$ cat config.mk
export PLATFORM = sky130hd
export DESIGN_NAME = spiff42_exp_led_pwm
export DESIGN_NICKNAME = d
export VERILOG_FILES = /design/src/rtl/spiff42_exp_led_pwm.sv
export SDC_FILE = /design/constraint.sdc
export NUM_CORES = 1
export LEC_CHECK = 0
export ABC_CLOCK_PERIOD_IN_PS = 2970
export BUFFER_PORTS_ARGS = -buffer_cell sky130_fd_sc_hd__buf_2
export CORE_ASPECT_RATIO = 1.1
export CORE_UTILIZATION = 35
export CTS_CLUSTER_DIAMETER = 200
export CTS_CLUSTER_SIZE = 25
export DETAILED_ROUTE_END_ITERATION = 8
export GPL_ROUTABILITY_DRIVEN = 0
export GPL_TIMING_DRIVEN = 0
export SLEW_MARGIN = 20
export SYNTH_ARGS = -nofsm -noshare
export SYNTH_HDL_FRONTEND = slang
export SYNTH_SLANG_ARGS = --single-unit
$ cat constraint.sdc
create_clock -name clk -period 2.97 [get_ports clk]
set_input_delay 0.4455 -clock clk [delete_from_list [all_inputs] [get_ports clk]]
set_output_delay 0.4455 -clock clk [all_outputs]
set_load 0.01 [all_outputs]
$ cat src/rtl/spiff42_exp_led_pwm.sv
// rtl/spiff42_exp_led_pwm.sv - eight-channel breathing LED PWM driver
// Optional EXP_MAP_EN selects the exponential brightness map instead of linear.
module spiff42_exp_led_pwm (
   input  logic       clk,
   input  logic       rst,
   input  logic       ena,
   input  logic [7:0] ui_in,
   input  logic [7:0] uio_in,
   output logic [7:0] uo_out,
   output logic [7:0] uio_out,
   output logic [7:0] uio_oe
);

   logic [7:0]  cnt;
   logic [15:0] acc;
   logic [7:0]  duty      [8];
   logic [7:0]  duty_next [8];
   logic        unused_in;

   assign unused_in = ena ^ (^uio_in);
   assign uio_out   = 8'h00;
   assign uio_oe    = 8'h00;

   // Triangle: rising over the first half of the phase circle, falling over the second.
   function automatic logic [7:0] tri_level(input logic [15:0] p);
      return p[15] ? ~p[14:7] : p[14:7];
   endfunction

   function automatic logic [7:0] bright_map(input logic [7:0] l);
`ifdef EXP_MAP_EN
      logic [12:0] v;
      v = 13'({1'b1, l[4:0]}) << l[7:5];
      v = (v >> 5) - 13'd1;
      return v[7:0];
`else
      return l;
`endif
   endfunction

   always_comb begin
      for (int i = 0; i < 8; i++) begin
         duty_next[i] = bright_map(tri_level(acc + {3'(i), 13'd0}));
      end
   end

   // Duties and the phase step only move at the frame boundary so a frame never glitches.
   always_ff @(posedge clk) begin
      if (rst) begin
         cnt    <= 8'd0;
         acc    <= 16'd0;
         uo_out <= 8'h00;
         for (int i = 0; i < 8; i++) begin
            duty[i] <= 8'd0;
         end
      end else begin
         cnt <= cnt + 8'd1;
         if (cnt == 8'hFF) begin
            acc <= acc + {8'h00, ui_in};
            for (int i = 0; i < 8; i++) begin
               duty[i] <= duty_next[i];
            end
         end
         for (int i = 0; i < 8; i++) begin
            uo_out[i] <= (cnt < duty[i]);
         end
      end
   end

endmodule

### Yosys cells after proc, flatten, opt, wreduce, memory -nomap -nowiden

Memories as Yosys holds them, arrays and structs flattened.
Index checks and enable logic that the tools add are counted.

* flip-flop bits (word level): 32
* output and inout bits: 24
* bits in writable memories: 64
* logic and storage cells: 59
* bits of input ports: 19
* memories kept: 1

Memory list
* duty: depth 8, bits a word 8, rd ports 8, clocked after memory_dff 0, write ports 8, RTL line 16 `logic [7:0] duty [8];`

* bitwise operators: 16
* equal/unequal tests: 1
* $add $sub $neg: 9
* magnitude comparators: 8
* mux-type cells: 21

Operators with widths (number)
* 2-to-1 mux 8 bit: 16
* adder 16 bit, second input constant: 4
* less-than comparator 8 bit: 8
* inverter 8 bit: 8
* adder 16 x 15 -> 16 bit, second input constant: 2
* adder 16 x 14 -> 16 bit, second input constant: 1
* adder 16 x 8 -> 16 bit: 1
* adder 8 x 1 -> 8 bit, second input constant: 1
* equality test 8 bit, second input constant: 1
* OR 1 bit: 8
* 2-to-1 mux 1 bit: 5

### Longest topological paths before layout

* depth in word-level cells: 5
* mapped depth: 7
* mapped depth without buffers: 7

### Worst setup path after synthesis

Ideal clock, no wire load.

* path kind: reg-to-reg
* start: register cnt[1]
* end: memory duty[0][0], enable pin
* slack: -0.097 ns
* data arrival time: 2.634 ns
* required time: 2.538 ns
* buffers on the path: 0
* stages on the path, launching flop included: 5
* setup time: 0.432 ns
* period minus slack after synthesis: 3.067 ns
* cell sequence: dfxtp_1 -> ha_1 -> and3_1 -> nand2_2 -> nand2b_1

RTL lines
* start: declaration: RTL line 14 `logic [7:0] cnt;`
* start signal: assignment: RTL line 56 `cnt <= cnt + 8'd1;`
* end: declaration: RTL line 16

==> impl_metrics.py <==
metrics = {
    "status": {
        "status": "complete, but fails checks",
        "failed_checks": "design-rule violations",
    },
    "final_layout": {
        "drive_above_1_share_pct": 12.3,
        "antenna_cells": 0,
        "syn2layout_area_growth_pct": 12.1,
        "finalInstanceArea_sq_um": 6510,
        "n_fill_cell": 1586,
        "layout.nets": 702,
        "final_util_pct": 39.9,
    },
    "clocking": {
        "tritoncts": "built",
        "clkTransAtPathRegs_ns": 0.07,
        "clock_sinks": 96,
        "cts_buffers": 9,
        "cts_buffer_depth": 2,
        "htreeDepth": 3,
        "hold_buffers": 0,
        "postCtsSetupBuffers": 0,
        "root_buffer": "clkbuf_16",
        "insertion_delay_ns": 0.35,
        "ctsResizeCount": 0,
    },
    "timing": {
        "worst_slack_ns": 0.607,
        "finClkSkew_ns": 0.00877,
        "worst_pin_slew_ns": 0.824,
        "hold_viol": 0,
        "rsz0062_at_grt": "no",
        "final-setup-viol-count": 0,
        "fmax_mhz": 423,
        "whs_ns": 0.462,
        "period_share_pct": 79.5,
        "finalCriticalPeriod_ns": 2.36,
        "slew_viol_final": 0,
        "slew_headroom_pct": 45.0,
    },
    "logic_synthesis": {
        "ys.warnings.count": 0,
        "synthCells": 571,
        "avgSynthCellArea_sq_um": 10.2,
        "ys.flop_type": "edfxtp_1",
        "synth_edf_count": 64,
        "ys_ff_latch": 96,
        "synth_cell_types": 53,
        "syn-cell-area_sq_um": 5800,
        "synth-async-reset-ratio_pct": 0,
        "synth_seq_area_share_pct": 44.1,
    },
    "floorplanning": {
        "core_sq_um": 16300,
        "rows": 49,
        "die_y_microns": 137,
        "dieArea_sq_um": 17100,
        "fp.dieW_microns": 125,
        "io_pins": 43,
        "start_util_pct": 35.6,
    },
    "route": {
        "drt_iter0_markers": 172,
        "firstDrtPassIters": 7,
        "ant_nets": 0,
        "wl_per_cell_microns": 14.4,
        "vias": 3909,
        "drc_errors": 14,
        "vias_per_cell": 4.74,
        "wl_microns": 11900,
    },
    "setup_path": {
        "crit_path_start_kind": "flip-flop",
        "end_kind": "flip-flop",
        "required_ns": 3.01,
        "arrival_ns": 2.40,
        "critPathMaxFanout": 50,
        "reg2reg_slack_ns": 0.61,
        "crit_type": "flip-flop to flip-flop",
    },
    "placement": {
        "dp.final_hpwl_microns": 8380,
        "place_ws_ns": 0.563,
        "place_area_sq_um": 6240,
        "port_buffers": 17,
    },
    "pwr": {
        "p_total_mw": 2.81,
        "p_leak_nw": 2.82,
        "power.density_nw_per_um2": 431,
        "ir_drop_mv": 0.258,
    },
    "global_routing": {
        "grt_overflow_total": 0,
        "grt_pass1_vias": 3783,
        "track_usage_pct": 14.9,
        "grt_pass1_wl_microns": 19100,
        "grt_max_degree": 51,
        "grt_antenna_before_repair": 0,
    },
    "hold_path": {
        "worst_hold_path_type": "flip-flop to flip-flop",
    },
    "run": {
        "max_cap_violations": 0,
    },
}
flip-flops by register name (all words and copies together) (netlist names):
signal / cells
duty: 64
acc: 16
cnt: 8
uo_out: 8
layout by cell type (no fill, tap or decap), types with 2 or more instances in the layout:
cell type,synthesis,final
a211oi_1,5,5
a21o_1,10,10
a21oi_1,21,21
a21oi_2,2,2
and2_1,8,8
and2b_1,2,2
and3_1,2,2
buf_1,2,2
buf_2,1,18
buf_4,16,16
buf_6,6,6
clkbuf_1,6,7
clkbuf_16,0,9
clkinv_2,0,2
clkinv_4,0,2
conb_1,1,16
dfxtp_1,32,32
edfxtp_1,64,64
ha_1,67,67
inv_1,60,60
nand2_1,29,29
nand2b_1,9,8
nand3_1,13,13
nand4_1,2,2
nor2_1,68,68
nor2b_1,32,32
o21ai_0,38,38
or3_1,4,4
xnor2_1,37,37
xor2_1,8,8
kinds of logic after synthesis:
kind of cell    Yosys count  synth area share (%)
other cells               1                0.0646
simple gates            179                  16.0
compound gates           88                  9.89
buf+inv                  93                  8.04
fa+ha+maj                68                  14.8
xor+xnor                 46                  7.07
flops                    96                  44.1
power by group:
part,internal [mW],switching (mW),total (mW)
logic,0.0979,0.127,0.225
registers,1.47,0.0231,1.49
clock network,0.571,0.519,1.09
total,2.14,0.670,2.81
cell usage after synthesis (2+ instances only):
library cell | number | area share, %
a21oi_1 | 21 | 1.8
ha_1 | 67 | 14
a211oi_1 | 5 | 0.65
o21ai_0 | 38 | 3.3
clkbuf_1 | 6 | 0.39
buf_6 | 6 | 1.2
edfxtp_1 | 64 | 33
nor2_1 | 68 | 4.4
buf_1 | 2 | 0.13
nand4_1 | 2 | 0.22
nand2b_1 | 9 | 0.97
inv_1 | 60 | 3.9
or3_1 | 4 | 0.43
xor2_1 | 8 | 1.2
a21o_1 | 10 | 1.3
and2_1 | 8 | 0.86
nand2_1 | 29 | 1.9
and3_1 | 2 | 0.22
buf_4 | 16 | 2.1
and2b_1 | 2 | 0.26
xnor2_1 | 37 | 5.6
nand3_1 | 13 | 1.1
nor2b_1 | 32 | 3.4
dfxtp_1 | 32 | 11
a21oi_2 | 2 | 0.30
through the flow:
stage,instances,TNS [ns]
2_1_floorplan,586,0
3_3_place_gp,807,-1.32
3_5_place_dp,808,0
6_report,824,0
4_1_cts,824,0
5_1_grt,824,0
layer usage:
layer,part of all wire [%],track usage [%],vias to the layer above,wire [microns]
met5,0,0,-,0
met4,3.4,8.71,0,405
met3,4.4,2.42,24,517
met2,50,26.5,79,5910
met1,42,17.0,1813,5040
li1,-,-,1993,-
final timing paths:
path | startpoint | to | cells past startpoint
setup / recovery | cnt[1] | duty[1][20] | 5
hold / removal | acc[5] | acc[5] | 2
setup reg to reg | cnt[1] | duty[1][20] | 5
hold reg to reg | acc[5] | acc[5] | 2
worst max-delay path, cell delays in order (launching register included):
cell and delay (ns):
dfxtp_1 0.63, ha_1 0.40, and3_1 0.24, nand2_2 0.19, nand2b_4 0.28, buf_16 0.28
layout make-up:
| cell class | instances | area [sq um] | share of cell area [%] |
|---|---|---|---|
| Buffer | 33 | 241 | 3.71 |
| Tap cell | 204 | 255 | 3.92 |
| Multi-Input combinational cell | 397 | 2840 | 43.6 |
| Inverter | 60 | 225 | 3.46 |
| Clock inverter | 6 | 43.8 | 0.673 |
| Timing Repair Buffer | 18 | 113 | 1.73 |
| Clock buffer | 10 | 229 | 3.52 |
| Sequential cell | 96 | 2560 | 39.4 |
Power figures use the tool's default switching activity.
